===== config.mk =====
export PLATFORM = sky130hd
export DESIGN_NAME = rca_seq_addsub
export DESIGN_NICKNAME = d
export VERILOG_FILES = /design/src/rtl/rca_seq_addsub.sv
export SDC_FILE = /design/constraint.sdc
export NUM_CORES = 1
export LEC_CHECK = 0
export CORE_MARGIN = 3
export CORE_UTILIZATION = 55
export CTS_CLUSTER_DIAMETER = 60
export CTS_CLUSTER_SIZE = 40
export DETAILED_ROUTE_END_ITERATION = 10
export DONT_BUFFER_PORTS = 1
export GPL_TIMING_DRIVEN = 1
export PLACE_DENSITY = 0.78
export SETUP_SLACK_MARGIN = 0.05
export SLEW_MARGIN = 20
export SYNTH_ARGS = -nofsm -noshare
export SYNTH_HDL_FRONTEND = slang
export SYNTH_SLANG_ARGS = --single-unit

===== constraint.sdc =====
create_clock -name clk -period 3 [get_ports clk]
set_input_delay 0.6 -clock clk [delete_from_list [all_inputs] [get_ports clk]]
set_output_delay 0.6 -clock clk [all_outputs]
set_load 0.1 [all_outputs]

===== src/rtl/rca_seq_addsub.sv =====
// Multi-cycle ripple-carry adder/subtractor, CHUNK bits per clock, LSB first.
// Define OVERFLOW_FLAG_EN to add the registered signed-overflow output.
module rca_seq_addsub #(
  parameter int WIDTH = 8,
  parameter int CHUNK = 2
) (
  input  logic             clk,
  input  logic             rst,
  input  logic             start,
  input  logic             sub,
  input  logic [WIDTH-1:0] a,
  input  logic [WIDTH-1:0] b,
  input  logic             cin,
  output logic             busy,
  output logic             done,
  output logic [WIDTH-1:0] sum,
  output logic             cout
`ifdef OVERFLOW_FLAG_EN
  ,
  output logic             overflow
`endif
);

  localparam int N  = WIDTH / CHUNK;
  localparam int CW = $clog2(N + 1);

  if (WIDTH < 2) begin : g_width_check
    $error("rca_seq_addsub: WIDTH must be at least 2");
  end
  if (CHUNK < 1 || (WIDTH % CHUNK) != 0) begin : g_chunk_check
    $error("rca_seq_addsub: CHUNK must divide WIDTH exactly");
  end

  typedef enum logic {IDLE, RUN} state_t;

  state_t           state_q, state_d;
  logic [WIDTH-1:0] a_q, a_d;
  logic [WIDTH-1:0] b_q, b_d;
  logic [WIDTH-1:0] res_q, res_d;
  logic             carry_q, carry_d;
  logic [CW-1:0]    cnt_q, cnt_d;
  logic [WIDTH-1:0] sum_q, sum_d;
  logic             cout_q, cout_d;
  logic             done_q, done_d;
`ifdef OVERFLOW_FLAG_EN
  logic             ovf_q, ovf_d;
`endif

  logic [CHUNK-1:0] chunk_sum;
  logic             chunk_cout;
  logic             chunk_cmsb;
  logic             c;

  // Ripple chain over the low CHUNK bits; chunk_cmsb keeps the carry into the top bit.
  always_comb begin
    c          = carry_q;
    chunk_cmsb = carry_q;
    chunk_sum  = '0;
    for (int unsigned i = 0; i < CHUNK; i++) begin
      chunk_cmsb   = c;
      chunk_sum[i] = a_q[i] ^ b_q[i] ^ c;
      c            = (a_q[i] & b_q[i]) | (c & (a_q[i] ^ b_q[i]));
    end
    chunk_cout = c;
  end

  always_comb begin
    state_d = state_q;
    a_d     = a_q;
    b_d     = b_q;
    res_d   = res_q;
    carry_d = carry_q;
    cnt_d   = cnt_q;
    sum_d   = sum_q;
    cout_d  = cout_q;
    done_d  = 1'b0;
`ifdef OVERFLOW_FLAG_EN
    ovf_d   = ovf_q;
`endif
    unique case (state_q)
      IDLE: begin
        if (start) begin
          a_d     = a;
          b_d     = sub ? ~b : b;
          carry_d = cin ^ sub;
          cnt_d   = '0;
          state_d = RUN;
        end
      end
      RUN: begin
        a_d     = a_q >> CHUNK;
        b_d     = b_q >> CHUNK;
        // Result bits enter from the MSB side so the first chunk ends up at bit 0.
        res_d   = (WIDTH'(chunk_sum) << (WIDTH - CHUNK)) | (res_q >> CHUNK);
        carry_d = chunk_cout;
        cnt_d   = cnt_q + CW'(1);
        if (cnt_d == CW'(N)) begin
          sum_d   = res_d;
          cout_d  = chunk_cout;
`ifdef OVERFLOW_FLAG_EN
          ovf_d   = chunk_cmsb ^ chunk_cout;
`endif
          done_d  = 1'b1;
          state_d = IDLE;
        end
      end
      default: state_d = IDLE;
    endcase
  end

  always_ff @(posedge clk or posedge rst) begin
    if (rst) begin
      state_q <= IDLE;
      a_q     <= '0;
      b_q     <= '0;
      res_q   <= '0;
      carry_q <= 1'b0;
      cnt_q   <= '0;
      sum_q   <= '0;
      cout_q  <= 1'b0;
      done_q  <= 1'b0;
`ifdef OVERFLOW_FLAG_EN
      ovf_q   <= 1'b0;
`endif
    end else begin
      state_q <= state_d;
      a_q     <= a_d;
      b_q     <= b_d;
      res_q   <= res_d;
      carry_q <= carry_d;
      cnt_q   <= cnt_d;
      sum_q   <= sum_d;
      cout_q  <= cout_d;
      done_q  <= done_d;
`ifdef OVERFLOW_FLAG_EN
      ovf_q   <= ovf_d;
`endif
    end
  end

  assign busy = (state_q == RUN);
  assign done = done_q;
  assign sum  = sum_q;
  assign cout = cout_q;
`ifdef OVERFLOW_FLAG_EN
  assign overflow = ovf_q;
`endif

endmodule

Word-level counts from Yosys, hierarchy flattened
Index checks and enable logic that the tools add are counted.

Bits of input ports: 21. Output and inout bits: 11. Register bits: 39.

Reductions and logical operators: 1. $add $sub $neg: 1. Equality and inequality tests: 2. Bitwise operators: 14. Mux-type cells: 14.

Operator list (number): $pmux W8 S2 (2); $mux W8 (3); $not A8 Y8 (1); $or A8 B6 Y8 (1); $pmux W3 S2 (1); $mux W1 (5); $xor A1 B1 Y1 (5); $and A1 B1 Y1 (4); $pmux W1 S2 (2); $add A3 B1 Y3 const B (1); $eq A3 B3 Y1 const B (1); $mux W3 (1); $ne A2 B2 Y1 const B (1); $or A1 B1 Y1 (2); $reduce_and A2 Y1 (1); $not A1 Y1 (1).

Logic depth before layout (Yosys ltp)
Word-level depth: 6. Gate-level depth with buffers: 5. Mapped depth without buffers: 5.

Worst setup path before layout
Ideal clock, no wire load.

Kind: reg-to-reg. Start point: reg state_q, in the netlist busy. End point: reg res_q[2]. Required time: 2.875 ns. Library setup time: 0.125 ns. Setup slack: 1.290 ns. Arrival time: 1.585 ns. Stages on the path, launching flop included: 4. Cell sequence: dfrtp_1 buf_6 buf_12 mux2_2.

RTL lines: start, declared (line 36) `state_t state_q, state_d;`; start signal, assigned (line 126) `state_q <= state_d;`; end signal, assigned (line 129) `res_q <= res_d;`; end, declared (line 39) `logic [WIDTH-1:0] res_q, res_d;`.

No word-level cell between the ends.

Final worst setup path
Start point: reg state_q, in the netlist busy. End point: out busy.

RTL lines: end, declared (line 14) `output logic busy,`.

No word-level cell between the ends.

==> results.toml <==
[outcome]
status = "finished, final reports clean"

[drt]
vias = 1009
avgRoutedWirePerCell_um = 15.0
firstDrtPassIters = 4
routed_wirelength_um = 2800
via_per_inst = 5.40
postRouteAntennaNets = 0
drt_iter0_markers = 73
drc = 0

[worst_setup_path]
cpPeakStageDelay_ns = 0.85
slowest_stage = "dfrtp_2"
worstSetupPathType = "reg -> out"
cp.arrival_ns = 1.63
crit_fanout = 48
end_kind = "output port"
path_delay_family = "flip-flops"
cp.required_ns = 2.40
crit_path_start_kind = "flop"
regToRegSetupSlack_ns = 1.37
r2r_start = "busy"
rr_endpoint = "sum[5]"
cp_cell_sequence = "buf_4"
ff2ff_path_depth = 2
worst-path-buf-inv = 1

[logic_synthesis]
synth_top_area_share_pct = 53.6
syn_area_um2 = 1730
ys.flop_type = "dfrtp_1"
yosysSeqAreaShare_pct = 53.6
ys_top_cells_by_area = "dfrtp_1, mux2_2, mux2i_1"
yosys.area.top_type = "dfrtp_1"
postSynthNetCount = 169
ys_async_sr_fraction_pct = 100
syn_inst = 144
yosys_warnings = 0
synth.avg_cell_area_um2 = 12.0
synth_most_common_cell = "dfrtp_1"
yosysUniqueCellTypes = 25
netlist_top_cells_count = "dfrtp_1, nand2_1, inv_1, mux2_2, mux2i_1"
synth_edf_count = 0
ys_seq_elements = 37

[timing]
rsz0062_at_grt = "no"
max_slew_margin_pct = 40.1
setup_tns_ns = 0
finalHoldViolCount = 0
setup_viol = 0
report.final.slew_viol_count = 0
period_minus_slack_ns = 2.23
timing.final.crit_share_pct = 74.2
worst_pin_slew_ns = 0.899
clock_skew_ns = 0.0121
max_clock_freq_mhz = 449

[global_route]
grt_use_total_pct = 18.0
grt_pass1_vias = 1015
grt_max_degree = 49
antenna_found_initial = 0
grt_first_pass_wirelength_um = 4800
grt-ovfl-total = 0

[clocking]
clk-insertion-delay-late_ns = 0.35
postCtsHoldBufs = 0
cts_buffer_depth = 2
cts_max_level = 2
cts_buffers = 5
clk_pin_slew_ns = 0.12
post_cts_buffers = 0
cts_resized = 0
cts_root_buf = "clkbuf_4"
clock-sinks = 37
cts_tree = "yes"

[placement]
hpwl_um = 1950
placement.io_buffers = 0
place_congestion = 0.693

[die]
chipHeight_um = 62.0
core_area_um2 = 2880
rows = 19
dieArea_um2 = 3850
start_util_pct = 60.0
die_w_um = 62.0
boundaryPins = 32

[flow_run]
drv_cap = 0

[cells_and_area]
n_antenna_cell = 0
final_nets = 169
drive_gt1_share_pct = 15.2
syn2layout_area_growth_pct = 1.81

[worst_hold_path]
holdCritPathClass = "in -> async"
-- cells in the final DEF, fill, tap and decap left out --
cell,n
dfrtp_1,36
nand2_1,12
inv_1,11
mux2i_1,10
mux2_2,10
xnor2_1,9
or3b_1,8
o21ai_0,8
o211ai_1,7
nor2_1,7
clkbuf_4,5
a21oi_1,3
nand2b_1,3
a211oi_1,2
fa_1,2
ha_1,2
clkinv_2,2
buf_4,2
nand2_2,1
a31oi_1,1
o22ai_1,1
a22o_1,1
dfrtp_2,1
clkinvlp_4,1
-- per-stage QoR --
stage | worst slack [ns] | std cells | area, um2 | hold slack (ns) | utilization (%)
2_1_floorplan | 1.29 | 144 | 1730 | 0.444 | -
3_3_place_gp | 1.20 | 179 | 1700 | 0.464 | 59.2
3_5_place_dp | 1.16 | 179 | 1700 | 0.491 | 59.2
4_1_cts | 0.770 | 187 | 1760 | 0.273 | 61.1
5_1_grt | 0.642 | 187 | 1760 | 0.299 | 61.1
6_report | 0.774 | 187 | 1760 | 0.255 | 61.1
-- kinds of logic (layout without fill, tap and decap cells) --
group / after synthesis / after routing / share of synthesized area (%)
flip-flops: 37 / 37 / 53.6
AND/OR/NAND/NOR: 31 / 31 / 9.64
AO/OA/AOI/OAI: 23 / 23 / 8.33
adder cells (fa/ha/maj): 4 / 4 / 3.77
multiplexers: 20 / 20 / 12.3
XOR/XNOR: 9 / 9 / 4.57
buffers and inverters: 20 / 21 / 7.75
-- area by class of cell --
type | count | area, um2
tap | 42 | 52.6
clock buffer | 5 | 37.5
inverter | 11 | 41.3
timing repair buffer | 2 | 15.0
fill | 245 | 1120
sequential | 37 | 927
multi-input combinational | 87 | 667
clock inverter | 3 | 17.5
-- layer usage --
| metal | global-route usage [%] | up-vias | wire [um] |
|---|---|---|---|
| met4 | 9.09 | 0 | 58 |
| li1 | - | 483 | - |
| met5 | 0 | - | 0 |
| met3 | 6.61 | 5 | 158 |
| met2 | 26.3 | 21 | 1360 |
| met1 | 23.4 | 500 | 1220 |
-- how the worst max path moves through the flow --
stage,start,endpoint,slack [ns],cells past startpoint
finish,busy,busy,0.77,1
global route,busy,busy,0.64,1
CTS,busy,busy,0.77,1
detailed placement,busy,busy,1.16,1
global placement,busy,busy,1.20,1
floorplan,busy,res_q[2],1.29,3
-- sequential cells by signal (all words and copies together), names as in the netlist --
register  count
sum           8
res_q         6
cout          1
a_q           8
busy          1
done          1
carry_q       1
cnt_q         3
b_q           8
Power is not shown: default switching activity piles up to over one toggle a cycle in this logic, so the estimate is an artifact.
